[src/rtl/sbox_in_fifo.sv]
// sbox_in_fifo
//   Buffered byte front-end for the combined S-box input transform.
//   Each entry is {encrypt, G[7:0]}; first-word fall-through, so the head
//   entry is presented on G/encrypt in the cycle after it is pushed.
//
// Ports
//   clk         single clock, all state on rising edge
//   rst         asynchronous active-high reset
//   in_valid    upstream byte present
//   in_ready    FIFO able to accept (not full, not flushing, not in reset)
//   in_data     byte to transform
//   in_encrypt  per-byte mode (1 = forward S-box, 0 = inverse)
//   flush       synchronous discard of all entries
//   out_valid   head entry present
//   out_ready   downstream consumes head
//   G           head byte (8'h00 when empty)
//   encrypt     head mode (0 when empty)
//   count       current occupancy, clog2(DEPTH)+1 bits
module sbox_in_fifo #(
  parameter int DEPTH = 4
) (
  input  logic                     clk,
  input  logic                     rst,
  input  logic                     in_valid,
  output logic                     in_ready,
  input  logic [7:0]               in_data,
  input  logic                     in_encrypt,
  input  logic                     flush,
  output logic                     out_valid,
  input  logic                     out_ready,
  output logic [7:0]               G,
  output logic                     encrypt,
  output logic [$clog2(DEPTH):0]   count
);

  localparam int AW = $clog2(DEPTH);
  localparam int CW = AW + 1;
  localparam logic [CW-1:0] FULL = CW'(DEPTH);

  logic [8:0]    mem [DEPTH];
  logic [AW-1:0] wptr;
  logic [AW-1:0] rptr;
  logic [CW-1:0] cnt;
  logic          push;
  logic          pop;

  // in_ready looks only at occupancy, flush and reset: a full FIFO refuses
  // a push even if the head is popped in the same cycle, which keeps
  // out_ready off the in_ready path.
  always_comb begin
    in_ready  = !rst && !flush && (cnt < FULL);
    out_valid = (cnt != '0);
    push      = in_valid && in_ready;
    pop       = out_valid && out_ready && !flush;
    G         = '0;
    encrypt   = 1'b0;
    if (out_valid) begin
      G       = mem[rptr][7:0];
      encrypt = mem[rptr][8];
    end
    count     = cnt;
  end

  // Storage carries no reset; it is only observed when cnt says it is valid.
  always_ff @(posedge clk) begin
    if (push) begin
      mem[wptr] <= {in_encrypt, in_data};
    end
  end

  // Pointers are exactly AW bits, so increment wraps modulo DEPTH.
  always_ff @(posedge clk or posedge rst) begin
    if (rst) begin
      wptr <= '0;
      rptr <= '0;
      cnt  <= '0;
    end else if (flush) begin
      wptr <= '0;
      rptr <= '0;
      cnt  <= '0;
    end else begin
      if (push) begin
        wptr <= wptr + 1'b1;
      end
      if (pop) begin
        rptr <= rptr + 1'b1;
      end
      case ({push, pop})
        2'b10:   cnt <= cnt + 1'b1;
        2'b01:   cnt <= cnt - 1'b1;
        default: cnt <= cnt;
      endcase
    end
  end

endmodule

[config.mk]
export PLATFORM = sky130hd
export DESIGN_NAME = sbox_in_fifo
export DESIGN_NICKNAME = d
export VERILOG_FILES = /design/src/rtl/sbox_in_fifo.sv
export SDC_FILE = /design/constraint.sdc
export NUM_CORES = 1
export LEC_CHECK = 0
export ABC_AREA = 1
export CAP_MARGIN = 20
export CORE_MARGIN = 2
export CORE_UTILIZATION = 30
export CTS_CLUSTER_SIZE = 12
export DETAILED_ROUTE_END_ITERATION = 16
export GPL_TIMING_DRIVEN = 0
export PLACE_DENSITY = 0.47
export SYNTH_ARGS = -nofsm -noshare
export SYNTH_HDL_FRONTEND = slang
export SYNTH_SLANG_ARGS = --single-unit
[constraint.sdc]
create_clock -name clk -period 2.7 [get_ports clk]
set_clock_uncertainty 0.15 [all_clocks]
set_input_delay 0.54 -clock clk [delete_from_list [all_inputs] [get_ports clk]]
set_output_delay 0.54 -clock clk [all_outputs]
set_load 0.02 [all_outputs]
==> results.yml, run 1 <==
run_status:
  status: "finished, final reports clean"
sta:
  timing.slew.headroom_pct: 39.4
  period_minus_slack_ns: 2.56
  worst_pin_slew_ns: 0.906
  fin_crit_sh_pct: 94.9
  setup_slack_ns: 0.138
  rsz0062_at_grt: "no"
  setup_viol: 0
  timing.final.hold_violations: 0
  drv_slew: 0
  fmax_mhz: 390
  fin_setup_tns_ns: 0
logic_synthesis:
  seq_area_frac_synth_pct: 65.2
  synth_edf_count: 36
  synth.avg_cell_area_um2: 11.1
  synthFlopType: "edfxtp_1"
  async_flop_share_pct: 16.3
  yosys_warnings: 0
  yosysUniqueCellTypes: 23
  netlist_area_um2: 1930
  synth_cells: 173
  ys_seq_elements: 43
  synth_nets: 192
placed_design:
  io_buffers: 27
  gp_congestion: 0.742
  pre_cts_ws_ns: -0.115
  dp_hpwl_um: 2650
worst_setup_path:
  path_common_cell: "clkdlybuf4s50_1"
  worstSetupPathType: "in2out"
  start_kind: "input port"
  endpoint_kind: "primary output"
  critPathSlowestCell: "clkdlybuf4s50_1"
  crit_chain: "clkdlybuf4s50_1 -> nor2_4 -> nand2_1 -> inv_1 -> clkdlybuf4s50_1"
  cp.required_ns: 2.01
  arrival_ns: 1.87
  slowest_delay_ns: 0.59
  worstPathMaxFanout: 3
worst_hold_path:
  hp-class: "in2async"
power_and_ir_drop:
  power_density_nw_per_um2: 537
  power_leakage_nw: 0.927
  vdd_drop_max_mv: 0.207
floorplan:
  fp-row-count: 29
  coreArea_um2: 6280
  fp.dieH_um: 84.1
  chipWidth_um: 84.1
  die_area_um2: 7080
  start_util_pct: 30.7
  ios: 28
cts:
  cts-buffers-inserted: 5
  root_buffer: "clkbuf_8"
  clock_sinks: 43
  clk_latency_ns: 0.29
  cts_tree: "yes"
  cts.path.max_buffers: 2
  post_cts_buffers: 0
  clk_pin_slew_ns: 0.08
  htree_levels: 2
finish:
  diodes: 0
  syn2layout_area_growth_pct: 22.5
  final_common_cell: "nor2_1"
  final_cell_mix: "nor2_1 (40), edfxtp_1 (36), o21ai_0 (20)"
  nNetsFinal: 226
  drive_gt1_share_pct: 12.5
global_route:
  grt_max_degree: 14
  grt_usage_pct: 12.0
  grt_first_pass_wirelength_um: 6460
  grt.overflow.total: 0
  antenna_found_initial: 0
  grt_pass1_vias: 1281
detailed_routing:
  drc: 0
  via_per_inst: 4.44
  drt_iter0_drc: 71
  dr.pass1.iters: 4
  routed_wl_um: 3960
  ant_nets: 0
  vias: 1266
  post_drt_wl_per_cell_um: 13.9
job:
  drv_cap: 0
flip-flops by register name, summed over array words and instances (netlist names):
name / flops
count: 3
wptr: 2
rptr: 2
mem: 36
metal layers:
layer,vias up,global-route usage (%),wire (µm)
met4,0,3.52,28
li1,647,-,-
met1,597,15.4,1860
met5,-,0,0
met3,2,3.17,133
met2,20,20.0,1930
metrics by stage:
stage | power, mW | cell area (µm²) | hold slack (ns) | std cells | util [%]
after floorplan | 0.824 | 1930 | 0.193 | 173 | -
after global placement | 0.895 | 2290 | 0.411 | 277 | 36.5
after detailed placement | 0.896 | 2290 | 0.417 | 277 | 36.5
after CTS | 1.28 | 2370 | 0.427 | 285 | 37.7
after global routing | 1.32 | 2360 | 0.464 | 285 | 37.6
final | 1.27 | 2360 | 0.421 | 285 | 37.6
synthesized netlist by cell type, types with 2 or more instances:
library cell | instances | area share (%)
a21oi_4 | 3 | 2.5
buf_4 | 2 | 0.78
nor2_1 | 40 | 7.8
nand3_1 | 4 | 1.0
dfrtp_1 | 7 | 9.1
inv_1 | 16 | 3.1
nand2_2 | 3 | 0.97
ha_1 | 4 | 2.6
a21oi_1 | 11 | 2.9
edfxtp_1 | 36 | 56
nand2_1 | 13 | 2.5
buf_2 | 2 | 0.52
o21ai_1 | 2 | 0.52
o21ai_0 | 20 | 5.2
nor2_2 | 2 | 0.65
kinds of logic after synthesis:
| family | share of synthesized area [%] |
|---|---|
| xor+xnor | 0.455 |
| compound gates | 11.1 |
| simple gates | 14.6 |
| fa+ha+maj | 3.64 |
| buf+inv | 5.00 |
| flops | 65.2 |
worst max-delay path, delay by kind of cell:
| kind | cells | cell delay [ns] |
|---|---|---|
| buf+inv | 3 | 1.11 |
| simple gates | 2 | 0.23 |
timing repair:
action | in CTS | in global routing
resized for setup | 12 | 4
cloned | 0 | 0
hold buffers | 0 | 0
setup endpoints to repair | 10 | 2
where the power goes:
part	total, mW	switching (mW)	internal [mW]
Clock	0.394	0.213	0.181
Combinational	0.135	0.0835	0.0520
Sequential	0.736	0.00636	0.730
Total	1.27	0.303	0.963
layout make-up:
type                            instances  area [µm²]
Clock inverter                          2        12.5
Inverter                               18        68.8
Buffer                                  5        30.0
Multi-Input combinational cell        107         573
Timing Repair Buffer                   27         250
Clock buffer                            6        72.6
Sequential cell                        43        1260
Tap cell                               77        96.3
Fill cell                             630        3920
final timing paths:
kind	from	to	depth (start not counted)	slack [ns]
worst max register to register	count[2]	mem[1][4]	3	0.62
max in group asynchronous	rst	count[0]	2	1.75
min in group clk	wptr[0]	wptr[0]	1	0.42
worst max-delay path	rst	in_ready	5	0.14
worst min register to register	wptr[0]	wptr[0]	1	0.42
worst min-delay path	rst	wptr[0]	2	0.42
Power figures use the tool's default switching activity.
==> run 2, diff against run 1 <==
--- a/config.mk
+++ b/config.mk
@@ -12,7 +12,7 @@
 export CTS_CLUSTER_SIZE = 12
 export DETAILED_ROUTE_END_ITERATION = 16
 export GPL_TIMING_DRIVEN = 0
-export PLACE_DENSITY = 0.47
+export PLACE_DENSITY = 0.49
 export SYNTH_ARGS = -nofsm -noshare
 export SYNTH_HDL_FRONTEND = slang
 export SYNTH_SLANG_ARGS = --single-unit
==> constraint.sdc (replaced) <==
create_clock -name clk -period 2.2 [get_ports clk]
set_clock_uncertainty 0.15 [all_clocks]
set_input_delay 0.44 -clock clk [delete_from_list [all_inputs] [get_ports clk]]
set_output_delay 0.44 -clock clk [all_outputs]
set_load 0.02 [all_outputs]
==> results.yml, run 2 (synthesis results as in run 1) <==
cts:
  cts-buffers-inserted: 5
  cts.path.max_buffers: 2
  root_buffer: "clkbuf_8"
  clk_pin_slew_ns: 0.08
  clock_sinks: 43
  clk_latency_ns: 0.30
  htree_levels: 2
  cts_tree: "yes"
detailed_routing:
  post_drt_wl_per_cell_um: 13.7
  ant_nets: 0
  via_per_inst: 4.43
  drc: 0
  routed_wl_um: 4030
  dr.pass1.iters: 4
  vias: 1301
  drt_iter0_drc: 52
power_and_ir_drop:
  power_density_nw_per_um2: 682
  vdd_drop_max_mv: 0.232
  power_leakage_nw: 1.01
finish:
  drive_gt1_share_pct: 24.0
  final_common_cell: "edfxtp_1"
  final_cells: 294
  final_cell_mix: "edfxtp_1 (36), nor2_1 (33), o21ai_0 (17)"
  syn2layout_area_growth_pct: 30.7
  largest-register: "mem"
  nNetsFinal: 235
  final_area_um2: 2520
  largest_reg_flops: 36
  diodes: 0
worst_setup_path:
  start_kind: "flop"
  worstSetupPathType: "reg2out"
  rrSetupSlack_ns: 0.17
  worstReg2RegStart: "count[0]"
  r2r_end: "count[2]"
  endpoint_kind: "primary output"
  slowest_delay_ns: 0.39
  worstPathMaxFanout: 6
  crit_chain: "buf_6 -> buf_8 -> buf_6 -> nor2_1 -> nor2_1 -> o21ai_1 -> a21oi_1 -> buf_4"
  reg2regPathDepth: 10
  arrival_ns: 1.55
  critPathSlowestCell: "dfrtp_1"
  cp.required_ns: 1.61
sta:
  fin_crit_sh_pct: 97.3
  timing.slew.headroom_pct: 63.0
  fin_setup_tns_ns: 0
  setup_slack_ns: 0.0594
  period_minus_slack_ns: 2.14
  fmax_mhz: 467
  timing.final.hold_violations: 7
  hold_ws_ns: -0.0105
  worst_pin_slew_ns: 0.554
  drv_slew: 0
  setup_viol: 0
global_route:
  grt_usage_pct: 12.4
  antenna_found_initial: 0
  grt_pass1_vias: 1286
  grt.overflow.total: 0
  grt_max_degree: 15
  grt_first_pass_wirelength_um: 6600
floorplan:
  start_util_pct: 30.7
  coreArea_um2: 6280
  die_area_um2: 7080
  fp.dieH_um: 84.1
  fp-row-count: 29
  chipWidth_um: 84.1
  ios: 28
run_status:
  violations: "negative hold slack"
  status: "finished with violations"
placed_design:
  pre_cts_ws_ns: -0.454
  place_inst: 277
  io_buffers: 27
  dpl_cell_area_um2: 2290
  gp_congestion: 0.763
  dp_hpwl_um: 2580
job:
  drv_cap: 0
worst_hold_path:
  hp-class: "in2async"
run 2: cell types whose count changed in the layout (fill, tap and decap cells not counted), moves of 2 or more:
cell / before / now
buf_6: 0 / 4
nor2_1: 40 / 33
clkdlybuf4s50_1: 17 / 14
o21ai_0: 20 / 17
o21ai_1: 2 / 5
nor2_2: 2 / 9
buf_8: 0 / 2
buf_4: 2 / 15
clkbuf_2: 3 / 0
dlygate4sd2_1: 8 / 3
run 2: layout make-up:
cell class	instances	area [µm²]
Clock buffer	5	68.8
Buffer	5	63.8
Timing Repair Buffer	36	313
Inverter	18	75.1
Sequential cell	43	1260
Multi-Input combinational cell	107	599
Clock inverter	3	43.8
Fill cell	639	3760
Tap cell	77	96.3
run 2: worst max-delay path by stage:
stage,from,end,cells after the start
2_1_floorplan,count[0],count[2],10
3_3_place_gp,flush,mem[3][0],4
3_5_place_dp,flush,mem[3][0],4
4_1_cts,rptr[1],G[3],7
5_1_grt,rptr[0],G[0],8
6_report,rptr[0],G[4],8
run 2: report_power, final:
group / total, mW / switching (mW) / internal (mW) / leakage [nW]
Combinational: 0.190 / 0.110 / 0.0802 / 0.535
Sequential: 0.904 / 0.00785 / 0.896 / 0.420
Clock: 0.622 / 0.284 / 0.338 / 0.0581
run 2: critical path, delay by kind of cell (launching register included):
family | cells | cell delay (ns)
compound gates | 2 | 0.18
buf+inv | 4 | 0.56
simple gates | 2 | 0.13
flops | 1 | 0.39
run 2: stage by stage:
stage | power, mW | util, % | hold slack (ns)
detailed placement | 1.10 | 36.5 | 0.418
global route | 1.79 | 40.1 | 0.0154
CTS | 1.71 | 38.1 | 0.321
floorplan | 1.01 | - | 0.0934
finish | 1.72 | 40.1 | -0.0105
global placement | 1.10 | 36.5 | 0.405
run 2: what timing repair did:
item / CTS / global route
pin swaps: 0 / 6
hold buffers: 0 / 0
hold endpoints to repair: 0 / 0
endpoints found under the setup margin: 47 / 10
resized for setup: 52 / 27
buffers inserted: 0 / 9
run 2: routing by layer:
metal	vias up	track usage (%)	routed length, µm
met5	-	0	0
met4	0	4.40	54
met3	6	4.15	163
met2	20	18.6	1880
met1	608	16.7	1940
li1	667	-	-
